===== config.mk =====
export PLATFORM = sky130hd
export DESIGN_NAME = controle_fluxo_agua_sequencial
export DESIGN_NICKNAME = d
export VERILOG_FILES = /design/src/rtl/controle_fluxo_agua_sequencial.sv
export SDC_FILE = /design/constraint.sdc
export NUM_CORES = 1
export LEC_CHECK = 0
export BUFFER_PORTS_ARGS = -buffer_cell sky130_fd_sc_hd__buf_2
export CORE_ASPECT_RATIO = 0.9
export CORE_MARGIN = 5
export CORE_UTILIZATION = 60
export CTS_CLUSTER_SIZE = 28
export DETAILED_ROUTE_END_ITERATION = 10
export PLACE_DENSITY = 0.93
export SLEW_MARGIN = 20
export SYNTH_ARGS = -nofsm -noshare
export SYNTH_HDL_FRONTEND = slang
export SYNTH_SLANG_ARGS = --single-unit

===== constraint.sdc =====
create_clock -name clk -period 4.6 [get_ports clk]
set_input_delay 0.46 -clock clk [delete_from_list [all_inputs] [get_ports clk]]
set_output_delay 0.46 -clock clk [all_outputs]
set_load 0.05 [all_outputs]

===== src/rtl/controle_fluxo_agua_sequencial.sv =====
// Water-flow controller: synchronised and debounced sensors feed a request that drives a
// four-state valve/pump sequencer with a run-time fault and a fault acknowledge.
module controle_fluxo_agua_sequencial #(
  parameter int unsigned N         = 4,
  parameter int unsigned DEB       = 3,
  parameter int unsigned START_DLY = 2,
  parameter int unsigned MAX_RUN   = 16,
  parameter int unsigned MIN_AUX   = 1
) (
  input  logic                     clk,
  input  logic                     rst_n,
  input  logic [N-1:0]             sensors,
  input  logic                     fault_clr,
  output logic                     valve_open,
  output logic                     pump_on,
  output logic                     fault,
  output logic [1:0]               state,
  output logic [$clog2(N+1)-1:0]   active_cnt
);

  localparam int unsigned CW  = $clog2(N + 1);
  // Debounce counter only needs to hold 0..DEB-1; the DEB-th differing sample updates the bit.
  localparam int unsigned DBW = (DEB > 1) ? $clog2(DEB) : 1;
  localparam int unsigned LIM = (START_DLY > MAX_RUN) ? START_DLY : MAX_RUN;
  localparam int unsigned DW  = $clog2(LIM + 1);

  localparam logic [1:0] StIdle  = 2'b00;
  localparam logic [1:0] StStart = 2'b01;
  localparam logic [1:0] StRun   = 2'b10;
  localparam logic [1:0] StFault = 2'b11;

  logic [N-1:0]   sync1_q, sync2_q;
  logic [N-1:0]   deb_q, deb_d;
  logic [DBW-1:0] deb_cnt_q [N];
  logic [DBW-1:0] deb_cnt_d [N];
  logic [CW-1:0]  aux_cnt, total_cnt;
  logic           req;
  logic [1:0]     state_q, state_d;
  logic [DW-1:0]  dwell_q, dwell_d;

  always_comb begin
    deb_d = deb_q;
    for (int i = 0; i < N; i++) begin
      deb_cnt_d[i] = deb_cnt_q[i];
      if (sync2_q[i] == deb_q[i]) begin
        deb_cnt_d[i] = '0;
      end else if (deb_cnt_q[i] == DBW'(DEB - 1)) begin
        deb_d[i]     = sync2_q[i];
        deb_cnt_d[i] = '0;
      end else begin
        deb_cnt_d[i] = deb_cnt_q[i] + 1'b1;
      end
    end
  end

  always_comb begin
    aux_cnt   = '0;
    total_cnt = '0;
    for (int i = 0; i < N; i++) begin
      total_cnt = total_cnt + CW'(deb_q[i]);
      if (i < N - 2) begin
        aux_cnt = aux_cnt + CW'(deb_q[i]);
      end
    end
  end

  assign req = deb_q[N-1] & deb_q[N-2] & (aux_cnt >= CW'(MIN_AUX));

  // Request loss is checked first so it beats a dwell limit reached on the same edge.
  always_comb begin
    state_d = state_q;
    case (state_q)
      StIdle: begin
        if (req) state_d = StStart;
      end
      StStart: begin
        if (!req) begin
          state_d = StIdle;
        end else if (dwell_q >= DW'(START_DLY - 1)) begin
          state_d = StRun;
        end
      end
      StRun: begin
        if (!req) begin
          state_d = StIdle;
        end else if (dwell_q >= DW'(MAX_RUN - 1)) begin
          state_d = StFault;
        end
      end
      default: begin
        if (fault_clr && !req) state_d = StIdle;
      end
    endcase
  end

  always_comb begin
    if (state_d != state_q) begin
      dwell_d = '0;
    end else if (dwell_q == {DW{1'b1}}) begin
      dwell_d = dwell_q;
    end else begin
      dwell_d = dwell_q + 1'b1;
    end
  end

  always_ff @(posedge clk or negedge rst_n) begin
    if (!rst_n) begin
      sync1_q <= '0;
      sync2_q <= '0;
      deb_q   <= '0;
      for (int i = 0; i < N; i++) begin
        deb_cnt_q[i] <= '0;
      end
    end else begin
      sync1_q <= sensors;
      sync2_q <= sync1_q;
      deb_q   <= deb_d;
      for (int i = 0; i < N; i++) begin
        deb_cnt_q[i] <= deb_cnt_d[i];
      end
    end
  end

  // Outputs are decoded from the next state so they change on the same edge as state.
  always_ff @(posedge clk or negedge rst_n) begin
    if (!rst_n) begin
      state_q    <= StIdle;
      dwell_q    <= '0;
      valve_open <= 1'b0;
      pump_on    <= 1'b0;
      fault      <= 1'b0;
      active_cnt <= '0;
    end else begin
      state_q    <= state_d;
      dwell_q    <= dwell_d;
      valve_open <= (state_d == StStart) || (state_d == StRun);
      pump_on    <= (state_d == StRun);
      fault      <= (state_d == StFault);
      active_cnt <= total_cnt;
    end
  end

  assign state = state_q;

endmodule


Word level (Yosys, flattened, before mapping) --
Cells that the tools add are included.
Word-level totals: bits in registers 33, bits in latches 0, memory bits (writable) 0, ROM bits 0, input port bits 7, output and inout port bits 8, logic and storage cells 74, memories kept 0
Operators by class: add/sub/neg operators 8, $mul 0, div/mod/pow operators 0, order comparisons 3, eq/ne operators 16, shift operators 0, mux-type cells 17, bitwise logic cells 6, reduce and logical (&&, ||, !) cells 8
Operator list (count):
- 2-bit two-way mux | 14
- 2-bit == test (second input constant) | 7
- 5-bit two-way mux | 2
- 2-bit by 1-bit adder with 2-bit output (second input constant) | 4
- 2-bit AND reduction | 4
- 2-bit one-hot mux with 3 select lines | 1
- 5-bit by 1-bit adder with 5-bit output (second input constant) | 1
- 5-bit == test (second input constant) | 1
- 5-bit by 1-bit greater-or-equal comparator with 1-bit output (second input constant) | 1
- 5-bit by 4-bit greater-or-equal comparator with 1-bit output (second input constant) | 1
- 1-bit == test | 4
- 2-bit by 1-bit == test with 1-bit output (second input constant) | 2
- 1-bit NOT | 4
- 2-bit by 1-bit adder with 3-bit output | 1
- 3-bit by 1-bit adder with 3-bit output | 1
- 1-bit by 1-bit adder with 2-bit output | 1
- 1-bit AND | 2
- 2-bit by 1-bit greater-or-equal comparator with 1-bit output (second input constant) | 1
- 2-bit logical NOT | 1
- 2-bit inequality test | 1
- 2-bit inequality test (second input constant) | 1
- 1-bit logical AND | 1
- 1-bit logical NOT | 1
- 1-bit logical OR | 1

Depth between registers and ports, before layout --
word-level depth 9, mapped depth 7

Least setup slack after synthesis --
OpenSTA, ideal clock, no wires.
path type reg2reg, start point reg dwell_q[0], end point reg valve_open, setup time 0.126 ns, data arrival time 1.775 ns, slack 2.700 ns, cell stages (with the launch flop) 8, path buffers 0, cell sequence dfrtp_1 > ha_1 > and3_1 > ha_1 > nor2_1 > a31oi_1 > o221a_2 > ha_1
Between the ends: longest elaborated chain between the ends 6
RTL lines:
- from (decl) | RTL line 39 | logic [DW-1:0] dwell_q, dwell_d;
- from (signal assigned) | RTL line 135 | dwell_q <= dwell_d;
- 5-bit by 4-bit greater-or-equal comparator with 1-bit output or 5-bit by 1-bit greater-or-equal comparator with 1-bit output (tied branches) | RTL line 86, 79
- 2-bit two-way mux (on tied branches) | RTL line 86, 79
- 2-bit two-way mux (on tied branches) | RTL line 84, 77
- 2-bit one-hot mux with 3 select lines * | RTL line 72 | case (state_q)
- via state_d[0] | RTL line 38 | logic [1:0] state_q, state_d;
- 2-bit by 1-bit == test with 1-bit output or 2-bit == test (tied branches) | RTL line 136 | valve_open <= (state_d == StStart) || (state_d == StRun);
- 1-bit logical OR * | RTL line 136
- to (signal assigned) | RTL line 136
- to (decl) | RTL line 14 | output logic valve_open,
The timed path passes the listed nets; every way through them passes the cells marked *. A chain may end at the register's enable or synchronous reset.

Worst setup path in the final report --
Ends and elaborated chain as after synthesis.

==> out/metrics.yaml <==
yosys:
  avgSynthCellArea_sq_um: 12.7
  syn_inst: 107
  synthFlopType: "dfrtp_1"
  synthDistinctLibCells: 29
  synth_warnings: 0
  synth_common_cells: "dfrtp_1 (33), nor2_1 (10), ha_1 (9)"
  netlist.area_leader.share: 0.606
  synth_seq_area_share: 0.606
  yosysTopAreaCell: "dfrtp_1"
  yosys-top-cells-area: "dfrtp_1 (61%), ha_1 (8.3%), xnor2_1 (3.9%)"
  async_reset_ff_frac: 1.00
  synth-seq-cells: 33
  yosysMostFrequentCell: "dfrtp_1"
  synth_edf_count: 0
  synth_area_sq_um: 1360
  syn_nets: 124
floorplan:
  start_util: 0.624
  die_h_um: 55.2
  die_area_sq_um: 3330
  die_w_um: 60.2
  core-area_sq_um: 2180
  num_rows: 16
  ios: 15
timing:
  period_share: 0.434
  tightestPinTransition_ns: 0.678
  hold_violations: 0
  rsz0062_at_grt: "no"
  layout_min_cycle_time_ns: 2.00
  setup_violations: 0
  drv_slew: 0
  clock.fmax_mhz: 500
  relSlewSlack: 0.548
  finalClockSkew_ns: 0.00766
  fin_tns_setup_ns: 0
finish:
  syn_to_final_growth_pct: 11.4
  design_area_sq_um: 1520
  seqCellArea_sq_um: 826
  utilization: 0.696
  fin_nets: 144
  num-fill-cells: 146
  drive_gt1_frac: 0.228
  diodes: 0
  multi_input_area_sq_um: 507
placed_design:
  placedInstanceArea_sq_um: 1460
  place_hpwl_mm: 1.54
  gp_congestion: 0.725
  io_buffers: 14
clocking:
  root_buffer: "clkbuf_4"
  cts_resized: 0
  clk-insertion-delay-late_ns: 0.32
  cts.clk_slew.worst_paths_ns: 0.09
  cts-htree-levels: 2
  cts_tree: "done"
  clkSinkCount: 33
  numCtsBuffers: 5
  clock_path_buffers: 2
  ctsHoldBuffers: 0
  postCtsSetupBuffers: 0
grt:
  globalRoute.totalOverflow: 0
  grt_pass1_wl_mm: 3.64
  grt_util_all_layers: 0.149
  grt_pass1_vias: 826
  antenna_found_initial: 0
  grt_max_degree: 34
power:
  p_leak_uw: 0.000753
  power_uw: 903
  p_per_area_nw_per_um2: 595
  vdd_drop_max_mv: 0.450
critical_path:
  endpoint_kind: "flop"
  start_kind: "flop"
  worstPathRequired_ns: 4.81
  path_max_fanout: 6
  cp.arrival_ns: 2.21
  worstSetupPathType: "reg -> reg"
run_status:
  outcome: "completed"
routing:
  viasPerCell: 5.29
  wl_per_cell_um: 13.0
  wl_met3_um: 110
  ant_nets: 0
  dr_total_vias: 815
  met1_length_um: 848
  first_iter_violations: 22
  finalWirelength_mm: 2.00
  dr.pass1.iters: 3
  drc: 0
  wl_met2_mm: 1.01
  highest_layer: "met4"
job:
  drv_cap: 0
min_path:
  hold_class: "in -> async"
-- stage by stage --
| stage | std cells | setup slack (ns) | hold slack (ns) |
|---|---|---|---|
| 2_1_floorplan | 107 | 2.70 | 0.164 |
| 3_3_place_gp | 147 | 2.68 | 0.334 |
| 3_5_place_dp | 147 | 2.62 | 0.337 |
| 4_1_cts | 154 | 2.60 | 0.186 |
| 5_1_grt | 154 | 2.51 | 0.217 |
| 6_report | 154 | 2.60 | 0.174 |
-- critical path, cell delays in order, from the launching register on --
cell	delay [ns]
dfrtp_1	0.44
ha_1	0.24
and3_1	0.20
ha_1	0.18
nor2_1	0.12
a31oi_1	0.13
o221a_2	0.30
ha_1	0.29
-- path summary, 6_finish.rpt --
check	from	to	slack, ns	cells after the start
worst max-delay path	dwell_q[0]	valve_open	2.60	7
worst min-delay path	rst_n	deb_q[3]	0.17	1
worst max register to register	dwell_q[0]	valve_open	2.60	7
worst min register to register	sync1_q[3]	sync2_q[3]	0.35	0
max in group asynchronous	rst_n	dwell_q[1]	3.99	1
min in group clk	sensors[0]	sync1_q[0]	0.24	1
-- cell usage in the layout (no fill, tap or decap), drive strengths merged --
cell type / n
nor3b: 2
xnor2: 6
nor3: 7
a32o: 1
clkbuf: 7
and4: 2
o21ai: 1
nand3b: 1
nor2: 10
ha: 9
nor4: 2
buf: 14
nand2: 3
a21oi: 6
a31o: 2
mux2: 2
nor2b: 3
nand4: 1
and3b: 1
fa: 1
o221a: 1
nand3: 1
xor2: 1
a31oi: 1
inv: 7
and3: 1
o221ai: 1
dfrtp: 33
-- logic make-up after synthesis --
kind of cell / count (synthesis) / share of synthesized area
AND/OR/NAND/NOR: 34 / 0.148
multiplexers: 2 / 0.0165
adder cells (fa/ha/maj): 10 / 0.0973
flip-flops: 33 / 0.606
AO/OA/AOI/OAI: 13 / 0.0652
buffers and inverters: 8 / 0.0220
XOR/XNOR: 7 / 0.0450
-- per-layer routing --
metal  vias to the layer above  track usage
met2                        14        0.230
met1                       389        0.183
met4                         0       0.0759
li1                        408            -
met3                         4       0.0490
met5                         -            0
-- registers in the layout, indices dropped and copies added (netlist names) --
signal / count
dwell_q: 5
deb_q: 4
sync2_q: 4
valve_open: 1
sync1_q: 4
state: 2
active_cnt: 3
pump_on: 1
deb_cnt_q: 8
fault: 1
-- where the power goes --
| group | internal, uW | total (uW) | switching, uW | leakage, uW |
|---|---|---|---|---|
| Clock | 72.1 | 154 | 81.7 | 0.0000314 |
| Combinational | 128 | 298 | 170 | 0.000306 |
| Sequential | 374 | 451 | 77.3 | 0.000416 |
-- cell type report --
cell class / count / area share
tap: 27 / 0.0223
clock buffer: 7 / 0.0363
multi-input combinational: 66 / 0.334
timing repair buffer: 14 / 0.0462
sequential: 33 / 0.544
inverter: 7 / 0.0173
Note: power is estimated with default switching activity, not from simulation.
